==> config.mk <==
export PLATFORM = sky130hd
export DESIGN_NAME = lsu_stream_agu_flat
export DESIGN_NICKNAME = d
export VERILOG_FILES = /design/src/rtl/lsu_stream_agu_if.sv /design/src/rtl/lsu_stream_agu.sv /design/src/flat_wrapper.sv
export SDC_FILE = /design/constraint.sdc
export NUM_CORES = 1
export LEC_CHECK = 0
export BUFFER_PORTS_ARGS = -buffer_cell sky130_fd_sc_hd__buf_2
export CAP_MARGIN = 20
export CORE_MARGIN = 3
export CORE_UTILIZATION = 52
export CTS_CLUSTER_DIAMETER = 40
export CTS_CLUSTER_SIZE = 24
export DETAILED_ROUTE_END_ITERATION = 12
export GPL_ROUTABILITY_DRIVEN = 1
export HOLD_SLACK_MARGIN = 0.06
export PLACE_DENSITY = 0.78
export SLEW_MARGIN = 10
export SYNTH_ARGS = -nofsm -noshare
export SYNTH_HDL_FRONTEND = slang
export SYNTH_SLANG_ARGS = --single-unit
==> constraint.sdc <==
create_clock -name clk -period 4.17 [get_ports clk]
set_clock_uncertainty 0.2 [all_clocks]
set_input_delay 0.6255 -clock clk [delete_from_list [all_inputs] [get_ports clk]]
set_output_delay 0.6255 -clock clk [all_outputs]
set_load 0.02 [all_outputs]
==> src/rtl/lsu_stream_agu_if.sv <==
// rtl/lsu_stream_agu_if.sv - memory-side request/return bundle between LSU and bank arbiter
interface lsu_stream_agu_if #(
    parameter int DW = 32,
    parameter int AW = 10
);
    logic          r_req_valid;
    logic [AW-1:0] r_req_addr;
    logic          w_req_valid;
    logic [1:0]    w_req_sel;
    logic [AW-1:0] w_req_addr;
    logic [DW-1:0] w_req_data;
    logic          rd_valid;
    logic [DW-1:0] rd_data;

    modport master (
        output r_req_valid, r_req_addr,
        output w_req_valid, w_req_sel, w_req_addr, w_req_data,
        input  rd_valid, rd_data
    );

    modport slave (
        input  r_req_valid, r_req_addr,
        input  w_req_valid, w_req_sel, w_req_addr, w_req_data,
        output rd_valid, rd_data
    );
endinterface

==> src/rtl/lsu_stream_agu.sv <==
// rtl/lsu_stream_agu.sv - strided load/store address generator with credit-limited load queue
module lsu_stream_agu #(
    parameter int DW       = 32,
    parameter int AW       = 10,
    parameter int NUM_PE   = 4,
    parameter int PSEL_W   = 2,
    parameter int LQ_DEPTH = 4
) (
    input  logic                 clk,
    input  logic                 rst,
    input  logic                 cfg_we,
    input  logic [AW-1:0]        cfg_base,
    input  logic [AW-1:0]        cfg_stride,
    input  logic [AW-1:0]        cfg_count,
    input  logic                 inst_ren,
    input  logic                 inst_wen,
    input  logic [1:0]           inst_w_sel,
    input  logic [PSEL_W-1:0]    inst_pe_sel,
    input  logic                 inst_store_sel,
    input  logic [NUM_PE*DW-1:0] pe_data,
    input  logic                 pe_pop,
    output logic [DW-1:0]        lsu_to_pe,
    output logic                 lq_empty,
    output logic                 busy,
    output logic                 done,
    output logic                 lq_overflow,
    lsu_stream_agu_if.master     mem
);
    localparam int PTR_W = $clog2(LQ_DEPTH);
    localparam int CNT_W = PTR_W + 1;
    localparam logic [CNT_W-1:0] LQ_FULL_CNT = CNT_W'(LQ_DEPTH);

    typedef enum logic [1:0] {S_IDLE, S_RUN, S_DONE} state_t;

    state_t            state_q, state_d;
    logic [AW-1:0]     addr_q, stride_q, remaining_q;
    logic [CNT_W-1:0]  credits_q, lq_count_q;
    logic [PTR_W-1:0]  lq_rptr_q, lq_wptr_q;
    logic [DW-1:0]     lq_mem [LQ_DEPTH];
    logic              overflow_q;

    logic [DW-1:0]     pe_word [NUM_PE];
    logic              lq_full, op_valid, stall, issue, issue_rd;
    logic              store_pop, lq_pop, lq_push;
    logic [DW-1:0]     store_data;

    for (genvar i = 0; i < NUM_PE; i++) begin : g_pe_word
        assign pe_word[i] = pe_data[i*DW +: DW];
    end

    assign lq_full   = (lq_count_q == LQ_FULL_CNT);
    assign lq_empty  = (lq_count_q == '0);
    assign lsu_to_pe = lq_empty ? '1 : lq_mem[lq_rptr_q];

    // A reconfiguration cycle swallows any instruction presented alongside it.
    assign op_valid  = (state_q == S_RUN) && !cfg_we && (inst_ren || inst_wen);
    assign stall     = (inst_ren && (credits_q == '0)) ||
                       (inst_wen && inst_store_sel && lq_empty);
    assign issue     = op_valid && !stall;
    assign issue_rd  = issue && inst_ren;
    assign store_pop = issue && inst_wen && inst_store_sel;
    assign lq_pop    = store_pop || (pe_pop && !lq_empty);
    assign lq_push   = mem.rd_valid && (!lq_full || lq_pop);
    assign store_data = inst_store_sel ? lsu_to_pe : pe_word[inst_pe_sel];

    assign busy        = (state_q == S_RUN);
    assign done        = (state_q == S_DONE);
    assign lq_overflow = overflow_q;

    always_comb begin
        state_d = state_q;
        if (cfg_we) begin
            state_d = (cfg_count == '0) ? S_DONE : S_RUN;
        end else if (issue && (remaining_q == AW'(1))) begin
            state_d = S_DONE;
        end
    end

    always_ff @(posedge clk) begin
        if (rst) begin
            state_q         <= S_IDLE;
            addr_q          <= '0;
            stride_q        <= '0;
            remaining_q     <= '0;
            credits_q       <= LQ_FULL_CNT;
            lq_count_q      <= '0;
            lq_rptr_q       <= '0;
            lq_wptr_q       <= '0;
            overflow_q      <= 1'b0;
            mem.r_req_valid <= 1'b0;
            mem.r_req_addr  <= '0;
            mem.w_req_valid <= 1'b0;
            mem.w_req_sel   <= '0;
            mem.w_req_addr  <= '0;
            mem.w_req_data  <= '1;
        end else begin
            state_q <= state_d;

            if (cfg_we) begin
                addr_q      <= cfg_base;
                stride_q    <= cfg_stride;
                remaining_q <= cfg_count;
            end else if (issue) begin
                addr_q      <= addr_q + stride_q;
                remaining_q <= remaining_q - AW'(1);
            end

            mem.r_req_valid <= issue_rd;
            mem.w_req_valid <= issue && inst_wen;
            if (issue) begin
                mem.r_req_addr <= addr_q;
                mem.w_req_addr <= addr_q;
                mem.w_req_sel  <= inst_w_sel;
                mem.w_req_data <= store_data;
            end

            // Credits track free queue slots; a pop returning a slot cancels an issuing read.
            case ({issue_rd, lq_pop})
                2'b10:   credits_q <= credits_q - CNT_W'(1);
                2'b01:   if (credits_q != LQ_FULL_CNT) credits_q <= credits_q + CNT_W'(1);
                default: credits_q <= credits_q;
            endcase

            if (lq_push) lq_wptr_q <= lq_wptr_q + PTR_W'(1);
            if (lq_pop)  lq_rptr_q <= lq_rptr_q + PTR_W'(1);
            case ({lq_push, lq_pop})
                2'b10:   lq_count_q <= lq_count_q + CNT_W'(1);
                2'b01:   lq_count_q <= lq_count_q - CNT_W'(1);
                default: lq_count_q <= lq_count_q;
            endcase

            if (mem.rd_valid && lq_full && !lq_pop) overflow_q <= 1'b1;
        end
    end

    always_ff @(posedge clk) begin
        if (lq_push) lq_mem[lq_wptr_q] <= mem.rd_data;
    end
endmodule
==> src/flat_wrapper.sv <==
// flat-port wrapper written by rule: the top's interface ports become plain ports
module lsu_stream_agu_flat 
#(
    parameter int DW       = 32,
    parameter int AW       = 10,
    parameter int NUM_PE   = 4,
    parameter int PSEL_W   = 2,
    parameter int LQ_DEPTH = 4
)
  (clk, rst, cfg_we, cfg_base, cfg_stride, cfg_count, inst_ren, inst_wen, inst_w_sel, inst_pe_sel, inst_store_sel, pe_data, pe_pop, lsu_to_pe, lq_empty, busy, done, lq_overflow, mem_r_req_valid, mem_r_req_addr, mem_w_req_valid, mem_w_req_sel, mem_w_req_addr, mem_w_req_data, mem_rd_valid, mem_rd_data);
  lsu_stream_agu_if #(.DW(DW), .AW(AW)) mem_i ();
  input  logic clk;
  input  logic rst;
  input  logic cfg_we;
  input  logic [AW-1:0] cfg_base;
  input  logic [AW-1:0] cfg_stride;
  input  logic [AW-1:0] cfg_count;
  input  logic inst_ren;
  input  logic inst_wen;
  input  logic [1:0] inst_w_sel;
  input  logic [PSEL_W-1:0] inst_pe_sel;
  input  logic inst_store_sel;
  input  logic [NUM_PE*DW-1:0] pe_data;
  input  logic pe_pop;
  output logic [DW-1:0] lsu_to_pe;
  output logic lq_empty;
  output logic busy;
  output logic done;
  output logic lq_overflow;
  output wire logic [$bits(mem_i.r_req_valid)-1:0] mem_r_req_valid;
  output wire logic [$bits(mem_i.r_req_addr)-1:0] mem_r_req_addr;
  output wire logic [$bits(mem_i.w_req_valid)-1:0] mem_w_req_valid;
  output wire logic [$bits(mem_i.w_req_sel)-1:0] mem_w_req_sel;
  output wire logic [$bits(mem_i.w_req_addr)-1:0] mem_w_req_addr;
  output wire logic [$bits(mem_i.w_req_data)-1:0] mem_w_req_data;
  input wire logic [$bits(mem_i.rd_valid)-1:0] mem_rd_valid;
  input wire logic [$bits(mem_i.rd_data)-1:0] mem_rd_data;
  assign mem_r_req_valid = mem_i.r_req_valid;
  assign mem_r_req_addr = mem_i.r_req_addr;
  assign mem_w_req_valid = mem_i.w_req_valid;
  assign mem_w_req_sel = mem_i.w_req_sel;
  assign mem_w_req_addr = mem_i.w_req_addr;
  assign mem_w_req_data = mem_i.w_req_data;
  assign mem_i.rd_valid = mem_rd_valid;
  assign mem_i.rd_data = mem_rd_data;
  lsu_stream_agu #(.DW(DW), .AW(AW), .NUM_PE(NUM_PE), .PSEL_W(PSEL_W), .LQ_DEPTH(LQ_DEPTH)) u_core (.clk(clk), .rst(rst), .cfg_we(cfg_we), .cfg_base(cfg_base), .cfg_stride(cfg_stride), .cfg_count(cfg_count), .inst_ren(inst_ren), .inst_wen(inst_wen), .inst_w_sel(inst_w_sel), .inst_pe_sel(inst_pe_sel), .inst_store_sel(inst_store_sel), .pe_data(pe_data), .pe_pop(pe_pop), .lsu_to_pe(lsu_to_pe), .lq_empty(lq_empty), .busy(busy), .done(done), .lq_overflow(lq_overflow), .mem(mem_i));
endmodule
; Word level (Yosys, flattened, before mapping)
; Memories as Yosys holds them, arrays and structs flattened. A register that Yosys moved wholly into a read port is not among the register bits.
; Cells that the tools add are included.
[totals]
ramBits = 128
reg_bits = 89
out_inout_bits = 92
elab_cells = 85
n_memories = 1
in_bits = 202
[op_classes]
add_sub_neg = 8
n_bitwise = 1
reduce_logical = 31
muxes = 19
n_lt_le_gt_ge = 1
n_eq_ne = 10
[mem_list]
columns = memory, words, word_bits, rd, rd_clocked_by_memory_dff, write_ports, line_no
row1 = u_core.lq_mem, 4, 32, 1, 1, 1, lsu_stream_agu.sv:39  ; logic [DW-1:0] lq_mem [LQ_DEPTH];
[op_table]
columns = operator, n
row1 = two-way mux 32 bit, 4
row2 = binary-select mux 32 bit (select 2 bit), 1
row3 = two-way mux 10 bit, 4
row4 = logical AND 1 bit, 14
row5 = case mux 3 bit (2 select lines), 2
row6 = adder 10 bit, 1
row7 = "== test 10 x 1 -> 1 bit, second input constant", 1
row8 = logical NOT 10 bit, 1
row9 = two-way mux 2 bit, 5
row10 = "subtractor 10 x 1 -> 10 bit, second input constant", 1
row11 = nonzero test 2 bit, 4
row12 = "adder 3 x 1 -> 3 bit, second input constant", 2
row13 = "== test 2 x 1 -> 1 bit, second input constant", 3
row14 = "== test 2 bit, second input constant", 3
row15 = logical NOT 3 bit, 2
row16 = "subtractor 3 x 1 -> 3 bit, second input constant", 2
row17 = logical NOT 1 bit, 5
row18 = "adder 2 x 1 -> 2 bit, second input constant", 2
row19 = logical OR 1 bit, 4
row20 = "== test 3 bit, second input constant", 1
row21 = "greater-or-equal comparator 3 bit, second input constant", 1
row22 = two-way mux 3 bit, 1
row23 = "inequality test 3 bit, second input constant", 1
row24 = NOT 2 -> 3 bit, 1
row25 = other kinds (3), 4

; Depth between registers and ports, before layout
[logic_depth]
depth_word = 12
depth_mapped = 9
ltp_nobuf = 8

; Worst setup path before layout
; OpenSTA, ideal clock, no wires.
[synth_timing]
path_type = in2reg
startpoint = input cfg_we
endpoint = memory u_core.lq_mem[0][0], enable pin
required_ns = 3.578
setup_slack_ns = 0.979
setup_ns = 0.392
stages = 4
t_arrival_ns = 2.599
path_buffers = 0
path_cell_list = or3b_4 -> o41ai_2 -> o21a_2 -> and2_1
[synth_between]
elab_chain_cells = 11
[synth_rtl]
columns = item, line_no
row1 = "start, declared", flat_wrapper.sv:14  ; input logic cfg_we;
row2 = logical NOT 1 bit, lsu_stream_agu.sv:56  ; assign op_valid = (state_q == S_RUN) && !cfg_we && (inst_ren || inst_wen);
row3 = logical AND 1 bit (2 in a row), lsu_stream_agu.sv:56
row4 = logical AND 1 bit, lsu_stream_agu.sv:59  ; assign issue = op_valid && !stall;
row5 = logical AND 1 bit (2 in a row), lsu_stream_agu.sv:61  ; assign store_pop = issue && inst_wen && inst_store_sel;
row6 = logical OR 1 bit, lsu_stream_agu.sv:62  ; assign lq_pop = store_pop || (pe_pop && !lq_empty);
row7 = logical OR 1 bit, lsu_stream_agu.sv:63  ; assign lq_push = mem.rd_valid && (!lq_full || lq_pop);
row8 = logical AND 1 bit, lsu_stream_agu.sv:63
row9 = two-way mux 1 bit, lsu_stream_agu.sv:137  ; if (lq_push) lq_mem[lq_wptr_q] <= mem.rd_data;
row10 = two-way mux 1 bit (not written as such), lsu_stream_agu.sv:137
row11 = "end, declared", lsu_stream_agu.sv:39
; Every way passes these cells.

==> impl_metrics.yaml <==
setup_path:
  critPathTopFamily: "flip-flops"
  crit_type: "flop to primary output"
  worstSetupStartpointType: "flop"
  path_max_fanout: 20
  crit_path_top_delay_cell: "dfxtp_2"
  critPathArrivalTime_ns: 2.65
  slowest_delay_ns: 0.82
  crit_chain: "buf_4 -> mux4_2 -> or2_1 -> buf_2"
  r2r-end: "u_core.credits_q[2]"
  r2r_start: "u_core.lq_count_q[0]"
  path_buf_inv: 2
  rrSetupSlack_ns: 1.09
  ff2ff_path_depth: 8
  worstPathRequired_ns: 3.34
  cp-end-kind: "primary output"
floorplanning:
  core_sq_um: 18900
  die_x_microns: 146
  ios: 294
  die-area_sq_um: 21200
  fp.dieH_microns: 146
  rows: 50
  floorplan.initialDensity_pct: 53.6
grt:
  antenna_found_initial: 8
  grt_pass1_vias: 7857
  grt-ovfl-total: 0
  grt_util_all_layers_pct: 25.6
  grt_pass1_wl_microns: 43100
  grt_max_degree: 63
placed_design:
  placed_cells: 1257
  place.gp.congestion: 0.825
  post-dp-hpwl_microns: 19300
  io_buffers: 293
synthesis:
  ys_seq_area_share_pct: 56.0
  syn-cell-area_sq_um: 10100
  synth_warnings: 0
  async_flop_share_pct: 0
  syn-instance-count: 746
  synth.avg_cell_area_sq_um: 13.6
  synth_edf_count: 128
  synthesis.nets: 966
  synthDistinctLibCells: 72
  ys_seq_elements: 219
  synth_top_flop_cell: "edfxtp_1"
clock_tree:
  clockBufferDepth: 3
  clk_pin_slew_ns: 0.08
  cts_resized: 0
  htree_levels: 1
  cts_tree: "yes"
  cts_made_buffers: 31
  clkSinkCount: 219
  clkLatencyLatePin_ns: 0.55
  cts_root_buf: "clkbuf_16"
  post_cts_buffers: 0
  cts_hold_buf: 0
routing:
  drt-wirelength-per-cell_microns: 21.0
  postRouteWirelength_microns: 27700
  detail-route-antenna-nets: 0
  drtPass1Iterations: 5
  drt_iter0_drc: 590
  via_per_inst: 5.84
  route.vias.total: 7694
  drcViolationCount: 0
power:
  ir_worst_vdd_mv: 0.392
  cellLeakagePower_nw: 5.04
  p_per_area_nw_per_um2: 560
finish:
  layout_common_cells: "buf_2 (292), edfxtp_1 (128), dfxtp_1 (89)"
  fillers: 1378
  syn2layout_area_growth_pct: 27.3
  stdcell_count: 1317
  final_common_cell: "buf_2"
  nets: 1250
  multi_input_area_sq_um: 4150
  register_area_sq_um: 5670
  final_layout_size_suffix_gt1_share_pct: 43.5
worst_hold_path:
  min_to: "u_core.lq_mem[2][3]"
  hold_depth: 1
  min-delay-start: "mem_rd_data[3]"
  min_path_type: "primary input to flop"
sta:
  slew_violations: 0
  min_period_over_period_pct: 83.4
  setup_viol: 0
  rsz0062_at_grt: "no"
  worstMarginPinSlew_ns: 0.852
  fmax_mhz: 288
  relSlewSlack_pct: 43.2
  finalSetupTns_ns: 0
  min_period_ns: 3.48
  hold_viol_final: 0
outcome:
  outcome: "complete, no violations"
job:
  drv_cap: 0
-- sequential cells by signal, summed over array words and instances (netlist names), named ones only --
name and count:
u_core.mem.r_req_valid 1, u_core.state_q 2, u_core.stride_q 10, u_core.remaining_q 10, u_core.mem.w_req_sel 2, u_core.credits_q 3
u_core.mem.w_req_valid 1, u_core.mem.r_req_addr 10, u_core.lq_count_q 3, u_core.lq_wptr_q 2, u_core.lq_rptr_q 2, u_core.lq_overflow 1
u_core.lq_mem 128, u_core.mem.w_req_data 32, u_core.addr_q 10
-- per-stage QoR --
stage / setup slack, ns / hold slack [ns] / instance area, sq um / utilization [%] / total power, mW
floorplan: 0.979 / 0.245 / 10100 / - / 3.93
global placement: 1.01 / 0.242 / 11800 / 62.5 / 4.59
detailed placement: 0.955 / 0.245 / 11800 / 62.5 / 4.61
CTS: 0.617 / 0.0631 / 12900 / 68.2 / 7.26
global route: 0.539 / 0.0645 / 12900 / 68.2 / 7.51
finish: 0.693 / 0.0804 / 12900 / 68.2 / 7.22
-- power by group --
part	internal, mW	total [mW]	leakage, nW	switching (mW)
clock network	1.50	2.63	0.523	1.13
logic	0.807	1.93	2.60	1.12
registers	2.50	2.66	1.92	0.160
-- cells in the mapped netlist (8+ instances only) --
library cell	number	area (sq um)
a22oi_1	9	67.6
nand3_1	10	50.1
inv_1	11	41.3
nand2_1	45	169
clkbuf_1	24	90.1
mux2i_1	44	440
mux4_2	64	1440
nor3_1	39	195
edfxtp_1	128	3840
xnor2_1	8	70.1
or2_1	29	181
buf_4	11	82.6
buf_2	16	80.1
dfxtp_1	91	1820
a21oi_1	62	310
ha_1	15	188
nor2_1	27	101
-- kinds of logic after synthesis --
family,share of synthesized area (%)
buffers and inverters,3.16
DFF,56.0
xor gates and xnor gates,0.952
muxes,18.7
and+or+nand+nor,10.6
adders and majority gates,2.45
AOI/OAI and AO/OA,8.08
-- final cells by class --
class	instances	share of cell area (%)
Antenna cell	2	0.0388
Clock buffer	34	6.35
Clock inverter	24	1.98
Inverter	12	0.350
Multi-Input combinational cell	458	32.2
Sequential cell	219	44.0
Tap cell	260	2.52
Timing Repair Buffer	308	12.6
-- metal layers --
metal | part of all wire, % | GRT usage, % | routed length [microns] | up-vias
li1 | - | - | - | 3460
met1 | 38 | 31.6 | 10700 | 3773
met2 | 52 | 45.9 | 14300 | 378
met3 | 6.8 | 5.42 | 1880 | 73
met4 | 2.9 | 7.22 | 799 | 10
met5 | 0.21 | 0 | 59 | -
-- worst max path at each step --
| stage | slack, ns | to | cells past startpoint | startpoint |
|---|---|---|---|---|
| 4_1_cts | 0.62 | lsu_to_pe[4] | 4 | flop |
| 5_1_grt | 0.54 | lsu_to_pe[13] | 4 | flop |
| 6_report | 0.69 | lsu_to_pe[4] | 4 | flop |
| 2_1_floorplan | 0.98 | u_core.lq_mem[0][0] | 4 | cfg_we |
| 3_5_place_dp | 0.96 | u_core.lq_mem[0][9] | 6 | cfg_we |
| 3_3_place_gp | 1.01 | u_core.lq_mem[0][9] | 6 | cfg_we |
Note: power is estimated with default switching activity, not from simulation.
